==> config.mk <==
export PLATFORM = sky130hd
export DESIGN_NAME = load_store_unit
export DESIGN_NICKNAME = d
export VERILOG_FILES = /design/src/rtl/load_store_unit.sv
export SDC_FILE = /design/constraint.sdc
export NUM_CORES = 1
export LEC_CHECK = 0
export ABC_AREA = 0
export CAP_MARGIN = 25
export CORE_MARGIN = 2
export CORE_UTILIZATION = 44
export CTS_BUF_LIST = sky130_fd_sc_hd__clkbuf_8
export DETAILED_ROUTE_END_ITERATION = 6
export PLACE_DENSITY_LB_ADDON = 0.12
export SLEW_MARGIN = 15
export SYNTH_ARGS = -nofsm -noshare
export SYNTH_HDL_FRONTEND = slang
export SYNTH_SLANG_ARGS = --single-unit
==> constraint.sdc <==
create_clock -name clk -period 2.18 [get_ports clk]
set_clock_uncertainty 0.1 [all_clocks]
set_input_delay 0.218 -clock clk [delete_from_list [all_inputs] [get_ports clk]]
set_output_delay 0.218 -clock clk [all_outputs]
set_load 0.03 [all_outputs]
==> src/rtl/load_store_unit.sv <==
// load_store_unit: turns one core-side byte-addressed load/store into a
// single word-indexed data-cache request. It builds the byte mask and
// lane-aligned store data, waits for the cache completion pulse or a timeout,
// and returns a sign/zero-extended load result with a one-cycle done pulse.
//
// Optional feature macro: LSU_MISALIGN_TRAP_EN
//   defined   : misaligned half/word accesses skip the cache and complete at
//               once with cpu_misalign=1 and cpu_rdata=0.
//   undefined : misaligned low address bits are forced aligned and
//               cpu_misalign stays 0.
module load_store_unit #(
  parameter int TIMEOUT_CYCLES = 15,
  parameter int ADDR_W         = 8
) (
  input  logic              clk,
  input  logic              rst,
  input  logic              cpu_req,
  input  logic              cpu_we,
  input  logic [2:0]        cpu_funct3,
  input  logic [31:0]       cpu_addr,
  input  logic [31:0]       cpu_wdata,
  output logic              cpu_ready,
  output logic              cpu_done,
  output logic [31:0]       cpu_rdata,
  output logic              cpu_err,
  output logic              cpu_misalign,
  output logic              dc_request,
  output logic              dc_we,
  output logic              dc_re,
  output logic              dc_load,
  output logic [3:0]        dc_mask,
  output logic [ADDR_W-1:0] dc_address,
  output logic [31:0]       dc_data_in,
  input  logic              dc_valid,
  input  logic [31:0]       dc_data_out
);

`ifdef LSU_MISALIGN_TRAP_EN
  localparam bit TRAP_EN = 1'b1;
`else
  localparam bit TRAP_EN = 1'b0;
`endif

  // Counter only has to hold 0 .. TIMEOUT_CYCLES-1.
  localparam int CNT_W = $clog2(TIMEOUT_CYCLES);

  typedef enum logic [1:0] {
    S_IDLE  = 2'd0,
    S_ISSUE = 2'd1,
    S_WAIT  = 2'd2,
    S_DONE  = 2'd3
  } state_t;

  state_t           state;
  logic [CNT_W-1:0] wait_cnt;
  logic             we_lat;
  logic [2:0]       funct3_lat;
  logic [1:0]       addr_lo;

  // Address bits above the word index never reach the cache.
  logic unused_addr_bits;
  assign unused_addr_bits = ^cpu_addr[31:ADDR_W+2];

  // Byte-lane mask; misaligned low bits are ignored (forced aligned).
  function automatic logic [3:0] calc_mask(input logic [2:0] f3, input logic [1:0] a);
    logic [3:0] m;
    case (f3[1:0])
      2'b00:   m = 4'b0001 << a;
      2'b01:   m = a[1] ? 4'b1100 : 4'b0011;
      default: m = 4'b1111;
    endcase
    return m;
  endfunction

  // Replicate the right-aligned store data across every lane of its size.
  function automatic logic [31:0] calc_wdata(input logic [2:0] f3, input logic [31:0] d);
    logic [31:0] r;
    case (f3[1:0])
      2'b00:   r = {4{d[7:0]}};
      2'b01:   r = {2{d[15:0]}};
      default: r = d;
    endcase
    return r;
  endfunction

  // Pick the addressed byte/half from the cache word and extend it.
  function automatic logic [31:0] format_load(input logic [2:0] f3, input logic [1:0] a,
                                              input logic [31:0] w);
    logic [7:0]  b;
    logic [15:0] h;
    logic [31:0] r;
    case (a)
      2'b00:   b = w[7:0];
      2'b01:   b = w[15:8];
      2'b10:   b = w[23:16];
      default: b = w[31:24];
    endcase
    h = a[1] ? w[31:16] : w[15:0];
    case (f3[1:0])
      2'b00:   r = f3[2] ? {24'h000000, b} : {{24{b[7]}}, b};
      2'b01:   r = f3[2] ? {16'h0000, h} : {{16{h[15]}}, h};
      default: r = w;
    endcase
    return r;
  endfunction

  // Half with a[0] set, or word with any low bit set, is misaligned.
  function automatic logic is_misaligned(input logic [2:0] f3, input logic [1:0] a);
    logic mis;
    case (f3[1:0])
      2'b00:   mis = 1'b0;
      2'b01:   mis = a[0];
      default: mis = (a != 2'b00);
    endcase
    return mis;
  endfunction

  // Transaction FSM; every output is a register updated here.
  always_ff @(posedge clk) begin
    if (rst) begin
      state        <= S_IDLE;
      wait_cnt     <= '0;
      we_lat       <= 1'b0;
      funct3_lat   <= 3'b000;
      addr_lo      <= 2'b00;
      cpu_ready    <= 1'b1;
      cpu_done     <= 1'b0;
      cpu_rdata    <= 32'h0000_0000;
      cpu_err      <= 1'b0;
      cpu_misalign <= 1'b0;
      dc_request   <= 1'b0;
      dc_we        <= 1'b0;
      dc_re        <= 1'b0;
      dc_load      <= 1'b0;
      dc_mask      <= 4'b0000;
      dc_address   <= '0;
      dc_data_in   <= 32'h0000_0000;
    end else begin
      case (state)
        S_IDLE: begin
          cpu_done <= 1'b0;
          if (cpu_req) begin
            we_lat       <= cpu_we;
            funct3_lat   <= cpu_funct3;
            addr_lo      <= cpu_addr[1:0];
            cpu_ready    <= 1'b0;
            cpu_err      <= 1'b0;
            cpu_misalign <= 1'b0;
            cpu_rdata    <= 32'h0000_0000;
            if (TRAP_EN && is_misaligned(cpu_funct3, cpu_addr[1:0])) begin
              // Cache is never touched; complete straight away.
              cpu_misalign <= 1'b1;
              cpu_done     <= 1'b1;
              state        <= S_DONE;
            end else begin
              dc_request <= 1'b1;
              dc_we      <= cpu_we;
              dc_re      <= ~cpu_we;
              dc_load    <= ~cpu_we;
              dc_mask    <= calc_mask(cpu_funct3, cpu_addr[1:0]);
              dc_address <= cpu_addr[ADDR_W+1:2];
              dc_data_in <= calc_wdata(cpu_funct3, cpu_wdata);
              state      <= S_ISSUE;
            end
          end else begin
            state <= S_IDLE;
          end
        end
        S_ISSUE: begin
          dc_request <= 1'b0;
          wait_cnt   <= '0;
          state      <= S_WAIT;
        end
        S_WAIT: begin
          if (dc_valid) begin
            cpu_rdata <= we_lat ? 32'h0000_0000 : format_load(funct3_lat, addr_lo, dc_data_out);
            cpu_done  <= 1'b1;
            dc_we     <= 1'b0;
            dc_re     <= 1'b0;
            dc_load   <= 1'b0;
            state     <= S_DONE;
          end else if (wait_cnt == CNT_W'(TIMEOUT_CYCLES - 1)) begin
            cpu_rdata <= 32'h0000_0000;
            cpu_err   <= 1'b1;
            cpu_done  <= 1'b1;
            dc_we     <= 1'b0;
            dc_re     <= 1'b0;
            dc_load   <= 1'b0;
            state     <= S_DONE;
          end else begin
            wait_cnt <= wait_cnt + CNT_W'(1);
          end
        end
        S_DONE: begin
          cpu_done  <= 1'b0;
          cpu_ready <= 1'b1;
          wait_cnt  <= '0;
          state     <= S_IDLE;
        end
        default: begin
          dc_request <= 1'b0;
          cpu_done   <= 1'b0;
          cpu_ready  <= 1'b1;
          wait_cnt   <= '0;
          state      <= S_IDLE;
        end
      endcase
    end
  end

endmodule

# Word level (Yosys, flattened, before mapping)
# Index checks and enable logic that the tools add are counted.
[word_totals]
ff_bits = 94
in_bits = 104
output_inout_bits = 84
elab_cells = 84
[op_classes]
add_sub_neg = 1
eq_ne = 13
n_shift = 1
muxes = 35
bitwise = 1
reduce_logical = 18
[ops]
columns = ["operator", "count"]
rows = [
  ["$mux 32", 6],
  ["$pmux 32 s2", 3],
  ["$pmux 8 s3", 1],
  ["$mux 16", 1],
  ["$pmux 4 s2", 2],
  ["$mux 4", 3],
  ["$pmux 1 s2", 6],
  ["$mux 1", 10],
  ["$reduce_bool 2->1", 5],
  ["$eq 2x1->1 const B", 4],
  ["$logic_not 2->1", 4],
  ["$ne 2x2->1 const B", 4],
  ["$pmux 2 s4", 1],
  ["$reduce_and 2->1", 4],
  ["$eq 2x2->1 const B", 3],
  ["$reduce_and 3->1", 2],
  ["$add 4x1->4 const B", 1],
  ["$eq 4x4->1 const B", 1],
  ["$mux 2", 2],
  ["$reduce_and 4->1", 1],
  ["$reduce_or 2->1", 2],
  ["$shl 1x2->4 const A", 1],
  ["$ne 3x3->1 const B", 1],
  ["$not 1->1", 1],
]

# Longest topological paths before layout
[logic_depth]
word_depth = 7
ltp_mapped = 8
depth_no_buf = 6

# Worst setup path after synthesis
# Ideal clock, no wire load.
[synth_path]
path_kind = "register -> register"
startpoint = "register state[0]"
endpoint = "register cpu_rdata[7]"
setup_ps = 70
arrival_time_ps = 1737
required_time_ps = 2010
slack_ps = 272
stages_incl_launch_ff = 9
n_path_buf = 2
period_less_slack_ps = 1908
cell_sequence = "dfxtp_1 > inv_1 > ha_1 > buf_2 > mux2_2 > a21boi_1 > nor2_2 > buf_2 > o2bb2ai_1"
[synth_via]
elab_chain_len = 3
word_cells_on_any_way = 7
classes_between = "eq/ne: 3; mux: 1; reduce/logical: 3"
[synth_lines]
columns = ["element", "line_no", "source"]
rows = [
  ["start: declaration", "54", "state_t state;"],
  ["start signal: assignment", "121", "state <= S_IDLE;"],
  ["start signal: assignment", "154", "state <= S_DONE;"],
  ["start signal: assignment", "163", "state <= S_ISSUE;"],
  ["$eq 2x2->1 / $logic_not 2->1 (equally long branches)", "139", "case (state)"],
  ["$ne 3x3->1 (no line), or another cell as far along", "-", ""],
  ["$reduce_and 3->1 (no line)", "-", ""],
  ["end signal: assignment", "176", "cpu_rdata <= we_lat ? 32'h0000_0000 : format_load(funct3_lat, addr_lo, dc_data_out);"],
  ["end: declaration", "24", "output logic [31:0] cpu_rdata,"],
]
# Parallel ways exist; a longest one is shown, timed or not.
# A chain may end at the register's enable or synchronous reset.

# Worst setup path in the final report
[layout_path]
startpoint = "register state[0]"
endpoint = "register cpu_rdata[11]"
# The elaborated chain is that of the path after synthesis.

==> flow_metrics.tcl <==
set metrics [dict create \
    outcome "complete, no violations" \
    htree_levels 3 \
    p_per_area_nw_per_um2 763.8 \
    maxSlewViolCount 0 \
    core_area_sq_um 9729 \
    antenna_found_initial 0 \
    dp_cells 794 \
    ys_async_sr_fraction_pct 0 \
    gp_congestion 0.7963 \
    drt-vias-per-instance 5.281 \
    dr_wl_met2_microns 5999 \
    top_layer_used "met4" \
    p_leak_nw 2.340 \
    rsz0062_at_grt "no" \
    insertedDiodeCount 0 \
    vias 4278 \
    syn_inst 516 \
    timing.slew.headroom_pct 42.58 \
    synth_nets 626 \
    insertion_delay_ns 0.36 \
    drive_gt1_share_pct 8.567 \
    area_growth_pct 47.07 \
    drt_iter0_markers 143 \
    ios 188 \
    synth_top_cell_area_share_pct 42.98 \
    final_cells 810 \
    postCtsHoldBufs 0 \
    crit_arrival_ns 2.12 \
    drt_pre_antenna_iters 4 \
    synthFlopType "dfxtp_1" \
    drc 0 \
    fin_crit_sh_pct 90.09 \
    path_max_fanout 25 \
    min_period_ns 1.964 \
    tightest_slew_ns 0.8581 \
    grt_max_degree 37 \
    numPortBuffers 164 \
    finalSetupTns_ns 0 \
    num_rows 36 \
    cp.required_ns 2.34 \
    path_clk_slew_ns 0.09 \
    setup_viol 0 \
    cts_tree "built" \
    ir_drop_uv 386.8 \
    synthDistinctLibCells 48 \
    synth_seq_area_share_pct 42.98 \
    worstSetupEndpointType "flop" \
    synth_top_cell_by_area "dfxtp_1" \
    cts-root-buf "clkbuf_8" \
    drt-total-wl_microns 12600 \
    fin_nets 782 \
    met3WireLength_microns 1004 \
    max_freq_mhz 509.2 \
    m1WireLength_microns 5290 \
    fp.dieW_microns 103.8 \
    grt_pass1_vias 4207 \
    routedWlPerCell_microns 15.55 \
    ys_seq_elements 94 \
    worstSetupStartpointType "flop" \
    start_util_pct 45.00 \
    cts_sinks 94 \
    grt_pass1_wl_microns 20520 \
    finalHoldViolCount 0 \
    cts_setup_buffers 0 \
    cts.path.max_buffers 2 \
    yosys_warnings 0 \
    critical_path_class "reg2reg" \
    r2r_cells 7 \
    final_antenna_net_count 0 \
    synth_area_leaders "dfxtp_1 43%, nand2_1 8.3%, a21oi_1 8.0%" \
    syn_area_per_cell_sq_um 8.484 \
    max_cap_violations 0 \
    synth-edff-count 0 \
    die_h_microns 103.8 \
    cts_buffers 9 \
    whs_path_depth 3 \
    die-area_sq_um 10760 \
    synth_area_sq_um 4378 \
    gr-total-overflow 0 \
    grtUsageTotal_pct 23.21 \
    min_path_type "in2reg" \
    hpwl_microns 9405 \
]
## synth_stat cells (3+ instances only)
library cell and count:
buf_6 3, buf_1 3, nand3_1 8, a311oi_1 8, nand3b_1 3, o2bb2ai_2 10, o21ai_1 3, nand2b_1 6
nand2_1 97, o21ai_0 34, o2bb2ai_1 15, nor2b_1 4, buf_2 5, mux2_1 6, a211oi_1 12, clkbuf_1 27
inv_1 6, mux2i_1 26, ha_1 6, o211ai_1 7, a21oi_1 70, dfxtp_1 94, nor2_1 33
## routing by layer
metal  global-route usage [%]  up-vias
li1                         -     2137
met1                    27.24     1963
met2                    39.21      149
met3                    7.048       29
met4                    10.14        0
met5                        0        -
## final cells by class
type                       count  area [sq um]
fill                         881          3291
multi-input combinational    375          2287
sequential                    94          1882
timing repair buffer         185          1844
tap                          133         166.4
clock buffer                  11         151.4
clock inverter                 5         81.33
inverter                       7         26.28
## critical path: stages, from the launching register on
cell	delay [ns]
dfxtp_1	0.41
inv_1	0.10
ha_1	0.27
mux2_2	0.27
a21boi_1	0.30
nor2_2	0.09
buf_12	0.17
o2bb2ai_1	0.13
## stage by stage
step                      total power [W]  instance area, sq um  worst slack (ns)  util [%]  hold WS [ns]
after CTS                        0.004940                  6436            0.1502     66.15        0.1596
after global placement           0.003585                  6203            0.2646     63.76        0.3433
after floorplan                  0.002951                  4378            0.2725         -        0.2540
after global routing             0.005153                  6439           0.06569     66.18        0.1861
final                            0.004918                  6439            0.2161     66.18        0.1744
after detailed placement         0.003619                  6203            0.1714     63.76        0.3456
## state kept, by name, summed over array words and instances (netlist names), 2 cells and up
| name | flops |
|---|---|
| dc_address | 8 |
| funct3_lat | 3 |
| cpu_rdata | 32 |
| state | 2 |
| addr_lo | 2 |
| dc_mask | 4 |
| dc_data_in | 32 |
| wait_cnt | 4 |
## cell usage in the layout, fill, tap and decap left out, types with 4 or more instances in the layout
| cell type | instances |
|---|---|
| a211oi_1 | 12 |
| a21oi_1 | 70 |
| a311oi_1 | 8 |
| buf_12 | 4 |
| buf_4 | 17 |
| clkbuf_8 | 11 |
| clkdlybuf4s50_1 | 163 |
| dfxtp_1 | 94 |
| ha_1 | 5 |
| inv_1 | 6 |
| mux2_1 | 6 |
| mux2i_1 | 26 |
| nand2_1 | 97 |
| nand2b_1 | 6 |
| nand3_1 | 8 |
| nor2_1 | 33 |
| nor2b_1 | 4 |
| o211ai_1 | 7 |
| o21ai_0 | 34 |
| o2bb2ai_1 | 15 |
| o2bb2ai_2 | 10 |
## power by group
part | internal, W | switching, W
sequential | 0.00187 | 0.000101
combinational | 0.000687 | 0.000920
clock | 0.000709 | 0.000626
## logic make-up after synthesis
family | Yosys count | synth area share [%]
AO/OA/AOI/OAI | 172 | 26.47
adder cells (fa/ha/maj) | 6 | 1.715
buffers and inverters | 47 | 4.858
flip-flops | 94 | 42.98
multiplexers | 33 | 7.745
other | 1 | 0.08566
AND/OR/NAND/NOR | 163 | 16.15
## repair_timing
item,CTS,global route
setup endpoints to repair,0,2
resized for setup,0,1
hold endpoints to repair,0,0
## path summary, 6_finish.rpt
path                                     end  slack [ns]                        from
setup / recovery  cpu_rdata[11]$_SDFFE_PP0P_        0.22       state[0]$_SDFFE_PP0P_
hold / removal     cpu_rdata[7]$_SDFFE_PP0P_        0.17                         rst
setup reg to reg  cpu_rdata[11]$_SDFFE_PP0P_        0.22       state[0]$_SDFFE_PP0P_
hold reg to reg   funct3_lat[2]$_SDFFE_PP0P_        0.36  funct3_lat[2]$_SDFFE_PP0P_
Power figures use the tool's default switching activity.
